[config.mk]
export PLATFORM = sky130hd
export DESIGN_NAME = input_process_stage_flat
export DESIGN_NICKNAME = d
export VERILOG_FILES = /design/src/rtl/input_process_stage_if.sv /design/src/rtl/input_process_stage.sv /design/src/flat_wrapper.sv
export SDC_FILE = /design/constraint.sdc
export NUM_CORES = 1
export LEC_CHECK = 0
export CORE_AREA = 5 5 131 133
export CTS_CLUSTER_DIAMETER = 200
export DETAILED_ROUTE_END_ITERATION = 10
export DIE_AREA = 0 0 136 138
export PLACE_DENSITY_LB_ADDON = 0.25
export SYNTH_ARGS = -nofsm -noshare
export SYNTH_HDL_FRONTEND = slang
export SYNTH_SLANG_ARGS = --single-unit
[constraint.sdc]
create_clock -name CLK -period 5.2 [get_ports CLK]
set_input_delay 1.04 -clock CLK [delete_from_list [all_inputs] [get_ports CLK]]
set_output_delay 1.04 -clock CLK [all_outputs]
set_load 0.1 [all_outputs]
[src/rtl/input_process_stage_if.sv]
// Operand/result bundle between the upstream requester and input_process_stage.
// master = requester (drives start/operand), slave = the stage itself.
interface input_process_stage_if;
    logic        start;
    logic [31:0] FLOAT_x_input;
    logic [25:0] FIXED_frac_output;
    logic [7:0]  INT_n_output;
    logic        overflow_flag;
    logic        underflow_flag;
    logic        nan_flag;
    logic        busy;
    logic        output_ready;

    modport master (
        output start, FLOAT_x_input,
        input  FIXED_frac_output, INT_n_output, overflow_flag, underflow_flag,
               nan_flag, busy, output_ready
    );

    modport slave (
        input  start, FLOAT_x_input,
        output FIXED_frac_output, INT_n_output, overflow_flag, underflow_flag,
               nan_flag, busy, output_ready
    );
endinterface

[src/rtl/input_process_stage.sv]
// Range reduction front end for exp(x): splits a float x into n = floor(x)
// (8-bit two's complement) and f = x - n (Q2.24), plus range/NaN flags.
// Fixed 5-cycle sequence IDLE -> DECODE -> ALIGN -> SPLIT -> DONE.
module input_process_stage (
    input  logic                  CLK,
    input  logic                  rst,
    input_process_stage_if.slave  bus
);
    typedef enum logic [2:0] {IDLE, DECODE, ALIGN, SPLIT, DONE} state_t;

    state_t      r_state, w_next;
    logic        w_accept;

    logic [31:0] r_x;
    logic        r_s;
    logic [7:0]  r_e;
    logic [23:0] r_m;
    logic        r_mant_nz;

    logic [31:0] w_mag, r_mag;
    logic        r_big, r_nan;

    logic [31:0] w_val;
    logic [7:0]  w_n;
    logic        w_ov, w_un, w_any;

    logic [25:0] r_frac;
    logic [7:0]  r_n;
    logic        r_ov, r_un, r_nan_o, r_rdy;

    assign w_accept = (r_state == IDLE) && bus.start;

    // State register
    always_ff @(posedge CLK or negedge rst) begin
        if (!rst) r_state <= IDLE;
        else      r_state <= w_next;
    end

    // Next state: only IDLE waits; start is ignored everywhere else
    always_comb begin
        w_next = r_state;
        case (r_state)
            IDLE:    if (bus.start) w_next = DECODE;
            DECODE:  w_next = ALIGN;
            ALIGN:   w_next = SPLIT;
            SPLIT:   w_next = DONE;
            DONE:    w_next = IDLE;
            default: w_next = IDLE;
        endcase
    end

    // Capture the operand on the accepting edge
    always_ff @(posedge CLK or negedge rst) begin
        if (!rst)          r_x <= '0;
        else if (w_accept) r_x <= bus.FLOAT_x_input;
    end

    // DECODE: unpack sign, exponent and mantissa with hidden one (Q1.23)
    always_ff @(posedge CLK or negedge rst) begin
        if (!rst) begin
            r_s       <= 1'b0;
            r_e       <= '0;
            r_m       <= '0;
            r_mant_nz <= 1'b0;
        end else if (r_state == DECODE) begin
            r_s       <= r_x[31];
            r_e       <= r_x[30:23];
            r_m       <= {1'b1, r_x[22:0]};
            r_mant_nz <= |r_x[22:0];
        end
    end

    // ALIGN: magnitude in Q8.24 is M shifted by e-126. e < 103 (includes
    // zero/denormal) underflows to 0; e >= 134 is |x| >= 128 and left to flags.
    always_comb begin
        w_mag = '0;
        if (r_e < 8'd103 || r_e >= 8'd134)
            w_mag = '0;
        else if (r_e >= 8'd126)
            w_mag = {8'b0, r_m} << (r_e - 8'd126);
        else
            w_mag = {8'b0, r_m} >> (8'd126 - r_e);
    end

    // ALIGN register stage
    always_ff @(posedge CLK or negedge rst) begin
        if (!rst) begin
            r_mag <= '0;
            r_big <= 1'b0;
            r_nan <= 1'b0;
        end else if (r_state == ALIGN) begin
            r_mag <= w_mag;
            r_big <= (r_e >= 8'd134);
            r_nan <= (r_e == 8'hFF) && r_mant_nz;
        end
    end

    // SPLIT: signed value; two's complement truncation gives floor() for x < 0
    always_comb begin
        w_val = r_s ? (32'd0 - r_mag) : r_mag;
        w_n   = w_val[31:24];
        w_ov  = !r_nan && !r_s && (r_big || ($signed(w_n) >= 8'sd89));
        w_un  = !r_nan &&  r_s && (r_big || ($signed(w_n) <= -8'sd104));
        w_any = w_ov || w_un || r_nan;
    end

    // Result registers load on SPLIT -> DONE and hold until the next result
    always_ff @(posedge CLK or negedge rst) begin
        if (!rst) begin
            r_frac  <= '0;
            r_n     <= '0;
            r_ov    <= 1'b0;
            r_un    <= 1'b0;
            r_nan_o <= 1'b0;
        end else if (r_state == SPLIT) begin
            r_frac  <= w_any ? 26'd0 : {2'b00, w_val[23:0]};
            r_n     <= w_any ? 8'd0  : w_n;
            r_ov    <= w_ov;
            r_un    <= w_un;
            r_nan_o <= r_nan;
        end
    end

    // One-cycle ready pulse coinciding with DONE
    always_ff @(posedge CLK or negedge rst) begin
        if (!rst) r_rdy <= 1'b0;
        else      r_rdy <= (r_state == SPLIT);
    end

    assign bus.FIXED_frac_output = r_frac;
    assign bus.INT_n_output      = r_n;
    assign bus.overflow_flag     = r_ov;
    assign bus.underflow_flag    = r_un;
    assign bus.nan_flag          = r_nan_o;
    assign bus.output_ready      = r_rdy;
    assign bus.busy              = (r_state == DECODE) || (r_state == ALIGN) ||
                                   (r_state == SPLIT);
endmodule
[src/flat_wrapper.sv]
// flat-port wrapper written by rule: the top's interface ports become plain ports
module input_process_stage_flat 
  (CLK, rst, bus_start, bus_FLOAT_x_input, bus_FIXED_frac_output, bus_INT_n_output, bus_overflow_flag, bus_underflow_flag, bus_nan_flag, bus_busy, bus_output_ready);
  input_process_stage_if bus_i ();
  input  logic CLK;
  input  logic rst;
  input wire logic [$bits(bus_i.start)-1:0] bus_start;
  input wire logic [$bits(bus_i.FLOAT_x_input)-1:0] bus_FLOAT_x_input;
  output wire logic [$bits(bus_i.FIXED_frac_output)-1:0] bus_FIXED_frac_output;
  output wire logic [$bits(bus_i.INT_n_output)-1:0] bus_INT_n_output;
  output wire logic [$bits(bus_i.overflow_flag)-1:0] bus_overflow_flag;
  output wire logic [$bits(bus_i.underflow_flag)-1:0] bus_underflow_flag;
  output wire logic [$bits(bus_i.nan_flag)-1:0] bus_nan_flag;
  output wire logic [$bits(bus_i.busy)-1:0] bus_busy;
  output wire logic [$bits(bus_i.output_ready)-1:0] bus_output_ready;
  assign bus_i.start = bus_start;
  assign bus_i.FLOAT_x_input = bus_FLOAT_x_input;
  assign bus_FIXED_frac_output = bus_i.FIXED_frac_output;
  assign bus_INT_n_output = bus_i.INT_n_output;
  assign bus_overflow_flag = bus_i.overflow_flag;
  assign bus_underflow_flag = bus_i.underflow_flag;
  assign bus_nan_flag = bus_i.nan_flag;
  assign bus_busy = bus_i.busy;
  assign bus_output_ready = bus_i.output_ready;
  input_process_stage u_core (.CLK(CLK), .rst(rst), .bus(bus_i));
endmodule
# Word-level counts from Yosys, hierarchy flattened
# Cells that the tools add are included.
[word_totals]
in_bits = 35
output_inout_bits = 39
word_cells = 54
reg_bits = 141
[op_classes]
shifts = 2
n_eq_ne = 5
n_addsub = 3
n_lt_le_gt_ge = 5
muxes = 7
reduce_logical = 17
[op_table]
columns = ["cell", "n"]
rows = [
  ["$mux W32", 3],
  ["$shl A24 B8 Y32", 1],
  ["$shr A24 B8 Y32", 1],
  ["$sub A1 B32 Y32 const A", 1],
  ["$mux W24", 1],
  ["$reduce_or A23 Y1", 1],
  ["$ge A8 B8 Y1 const B", 2],
  ["$pmux W3 S4", 1],
  ["$eq A8 B8 Y1 const B", 1],
  ["$ge A8 B7 Y1 const B", 1],
  ["$le A8 B8 Y1 const B", 1],
  ["$lt A8 B7 Y1 const B", 1],
  ["$mux W8", 1],
  ["$sub A7 B8 Y8 const A", 1],
  ["$sub A8 B7 Y8 const B", 1],
  ["$logic_or A1 B1 Y1", 7],
  ["$eq A3 B2 Y1 const B", 2],
  ["$logic_and A1 B1 Y1", 6],
  ["$eq A3 B1 Y1 const B", 1],
  ["$logic_not A3 Y1", 1],
  ["$mux W3", 1],
  ["$logic_not A1 Y1", 2],
  ["$ne A2 B2 Y1 const B", 1],
]

# Depth between registers and ports, before layout
[logic_depth]
depth_word = 8
depth_mapped = 15
ltp_nobuf = 10

# Least setup slack after synthesis
# OpenSTA, ideal clock, no wires.
[synth_timing]
path_type = "reg2reg"
startpoint = "reg u_core.r_e[0]"
endpoint = "reg u_core.r_mag[4]"
path_stages_with_launch = 16
arrival_ns = 3.687
path_buffers = 6
slack_ns = 1.430
synth_period_minus_slack_ns = 3.770
path_cell_list = "dfrtp_1 > clkbuf_1 > buf_2 > inv_1 > buf_1 > clkbuf_1 > ha_1 > buf_1 > clkbuf_1 > a211oi_1 > a21oi_1 > mux2i_1 > or2_2 > nor2_1 > o21ai_0 > o21ai_0"
[synth_between]
elab_chain_cells = 4
elab_cells_between_ends = 10
[synth_lines]
columns = ["element", "line", "rtl"]
rows = [
  ["start, declared", "input_process_stage.sv:16", "logic [7:0] r_e;"],
  ["start signal, assigned", "input_process_stage.sv:67", "r_e <= r_x[30:23];"],
  ["$sub A7 B8 Y8 or $sub A8 B7 Y8 (tied branches)", "input_process_stage.sv:82, input_process_stage.sv:80", ""],
  ["$shr A24 B8 Y32 or $shl A24 B8 Y32 (tied branches)", "input_process_stage.sv:82, input_process_stage.sv:80", ""],
  ["$mux W32", "input_process_stage.sv:79", "else if (r_e >= 8'd126)"],
  ["$mux W32 *", "input_process_stage.sv:77", "if (r_e < 8'd103 || r_e >= 8'd134)"],
  ["end signal, assigned", "input_process_stage.sv:92", "r_mag <= w_mag;"],
  ["end, declared", "input_process_stage.sv:20", "logic [31:0] w_mag, r_mag;"],
]
# Every way passes the cells marked *; elsewhere a longest branch is shown, timed or not.
# A chain may end at the register's enable or synchronous reset.

# Worst setup path in the final report
[layout_timing]
startpoint = "reg u_core.r_e[0]"
endpoint = "reg u_core.r_mag[6]"
# The elaborated chain is that of the path after synthesis.

==> summary.txt <==
Run status
  • Status: finished, final reports clean

Synth
  • Cells after Synth: 964
  • Synth Warn #: 0
  • Async SR Flop Fraction: between 90% and 100%
  • Post-Syn Area per Cell: 9.54 µm²
  • Post-Synthesis Cell Area: between 0.009 and 0.01 mm²
  • Synth cell types: 75
  • Register area share after synthesis: 37.8%
  • Main flop type after synthesis: dfrtp_1
  • EDFF count, synth: 0
  • Synth top area cells: dfrtp_1 38%, mux2_2 9.2%, mux2i_1 6.0%
  • Area share of the largest cell type after synthesis: a little under two fifths
  • FF+latch count, synth: 139
  • Synth area leader: dfrtp_1

Critical path
  • Reg2reg path depth: 8
  • CP delay by family, top: adder cells
  • Crit path cell chain: inv_1 > ha_1 > mux2i_1 > mux4_2 > or3_1 > a21oi_1 > a221oi_1 > o41ai_1
  • CP max stage cell: ha_1
  • CP max FO: 30
  • Worst Path Required: 5.52 ns
  • Worst Setup End Kind: register
  • Crit path buffers/inverters: 1
  • Worst endpoint data arrival time: 3.85 ns
  • CP Class: register to register
  • Reg2Reg Capture Point: u_core.r_mag[6]
  • Flop-to-flop setup slack: between 1.5 and 2 ns
  • Max stage delay on crit path: 1.15 ns
  • Critical Path Source Type: register
  • Origin of the critical flop-to-flop path: u_core.r_e[0]

STA
  • Rel. slew slack: 16.9%
  • Setup TNS: 0 ns
  • Clock Skew: 0.00931 ns
  • Least-Margin Pin Slew: roughly 1.2 ns
  • Fin. max-slew vios: 0
  • Tmin final: ~3.5 ns
  • Fmax: 283 MHz
  • Unrepaired setup endpoints after global routing: no
  • Endpoints failing setup: 0
  • Hold Vio Cnt, Final: 0
  • Final worst-path cycle share: between 60% and 70%

Drt
  • Residual DRC: 0
  • Via count: 7,579
  • Routed Wire Length: around 23,000 µm
  • DR WL/cell: 18.8 µm
  • ANT nets after route: 0
  • DR pass1 iterations: 5
  • DR vias/cell: about 6.2
  • DR iter-0 viols: 710

Floorplan
  • Starting Density: 58.5%
  • FP Rows: 46
  • I/O pin count: 74
  • Die height: ~140 µm
  • Chip width: approximately 140 µm
  • CORE AREA: between 0.015 and 0.02 mm²
  • Area of the die: 0.0188 mm²

Final layout
  • Final net count: slightly above 1,000
  • Filler Cell Count: 1,281
  • Fraction of layout cells with a size suffix above 1: between 10% and 20%
  • Final core occ: between 60% and 70%
  • Reg area: 0.00348 mm²
  • # diodes: 0
  • Area taken by multi-input logic gates: 0.00532 mm²
  • Syn-to-layout area delta: 14.9%

Clock network
  • Clk Latency, worst-skew pair: 0.43 ns
  • CTS buffer count: 17
  • CTS tree: yes
  • CTS max path bufs: 2
  • # resized after CTS: 0
  • Root buf cell: clkbuf_16
  • Clk sinks: 139
  • Post-CTS Setup Inserts: 0
  • # H-tree levels: 4
  • Worst-path clk slew: 0.06 ns
  • Cts hold-fix bufs: 0

Placement
  • DPL Wire Length: 16,800 µm
  • Port Buf Inserts: 71
  • GPL Wtd Cong: 0.922

Hold path
  • Worst hold path startpoint: u_core.bus.INT_n_output[7]
  • Hold crit path type: register to register
  • WHS Path Cells: 2
  • Hold Path Sink: u_core.bus.INT_n_output[7]

Global routing
  • Vias in the first global route: between 7,000 and 8,000
  • Gr ovfl total: 0
  • Pin count of the biggest net entering global routing: 100
  • First-pass GRT wire length: 37,900 µm
  • Initial antenna violation count: 0
  • All-layer global routing usage: 25.1%

Flow run
  • Max-Cap Viols: 0
Yosys cell counts, types with 10 or more instances:
| master | number |
|---|---|
| a211oi_1 | 10 |
| a21oi_1 | 55 |
| a22oi_1 | 13 |
| buf_1 | 11 |
| clkbuf_1 | 52 |
| dfrtp_1 | 139 |
| inv_1 | 12 |
| mux2_2 | 75 |
| mux2i_1 | 55 |
| mux4_2 | 17 |
| nand2_1 | 114 |
| nand3_1 | 14 |
| nor2_1 | 67 |
| nor3_1 | 47 |
| nor4_1 | 11 |
| o21ai_0 | 50 |
| o21ai_2 | 20 |
| o221ai_1 | 10 |
| o31ai_1 | 11 |
| xnor2_1 | 10 |
| xor2_1 | 33 |
worst max-delay path by stage:
stage / end / start / depth (start not counted)
detailed placement: u_core.r_mag[6] / u_core.r_e[0] / 8
global route: u_core.r_mag[6] / u_core.r_e[0] / 8
global placement: u_core.bus.FIXED_frac_output[3] / u_core.r_mag[0] / 10
CTS: u_core.r_mag[6] / u_core.r_e[0] / 8
floorplan: u_core.r_mag[4] / u_core.r_e[0] / 15
finish: u_core.r_mag[6] / u_core.r_e[0] / 8
final cells by class:
cell class	count	share of cell area [%]
Clock buffer	22	4.49
Clock inverter	10	1.08
Sequential cell	139	32.9
Multi-Input combinational cell	737	50.3
Inverter	12	0.426
Tap cell	216	2.56
Timing Repair Buffer	91	8.16
flip-flops by register name, indices dropped and copies added, names as in the netlist, 3 cells and up:
name,count
u_core.r_x,32
u_core.r_mag,32
u_core.bus.INT_n_output,8
u_core.bus.FIXED_frac_output,24
u_core.r_m,24
u_core.r_state,3
u_core.r_e,8
metal layers:
metal,track usage [%],vias to the layer above,wire [µm]
li1,-,3601,-
met3,4.90,64,1480
met4,10.8,0,942
met5,0,-,0
met2,39.3,311,10900
met1,33.8,3603,9750
worst reg2reg max path, stage by stage, from the launching register on:
cell and delay (ns):
dfrtp_1 0.66, inv_1 0.14, ha_1 1.16, mux2i_1 0.34
mux4_2 0.51, or3_1 0.31, a21oi_1 0.17, a221oi_1 0.07
o41ai_1 0.08
kinds of logic after synthesis:
| logic type | share of synthesized area (%) |
|---|---|
| AO/OA/AOI/OAI | 16.5 |
| XOR/XNOR | 4.27 |
| adder cells (fa/ha/maj) | 0.817 |
| buffers and inverters | 4.57 |
| flip-flops | 37.8 |
| multiplexers | 19.5 |
| other | 0.0408 |
| AND/OR/NAND/NOR | 16.5 |
through the flow:
stage	hold slack [ns]	worst slack (ns)	cell area, µm²	std cells
CTS	0.469	1.71	10600	1227
finish	0.461	1.66	10600	1227
global placement	0.449	1.83	9970	1195
detailed placement	0.456	1.72	9970	1195
global route	0.488	1.38	10600	1227
floorplan	0.446	1.43	9200	965
cells in the final DEF (no fill, tap or decap), drive strengths merged, types with 5 or more instances in the layout:
cell / count
nand2: 114
nor3: 50
o41ai: 9
buf: 21
nand2b: 8
nor2b: 5
mux4: 17
nor4: 13
a21o: 5
xnor2: 11
o211ai: 7
inv: 14
nand3b: 6
xor2: 33
o21ai: 71
clkdlybuf4s50: 70
clkinv: 5
mux2: 76
ha: 6
nand4: 5
nand3: 15
a211oi: 10
a22oi: 13
or2: 6
nor2: 67
o221ai: 10
o31ai: 12
mux2i: 55
clkbuf: 22
o21a: 5
a21oi: 55
dfrtp: 139
Power is not shown: default switching activity piles up to over one toggle a cycle in this logic, so the estimate is an artifact.
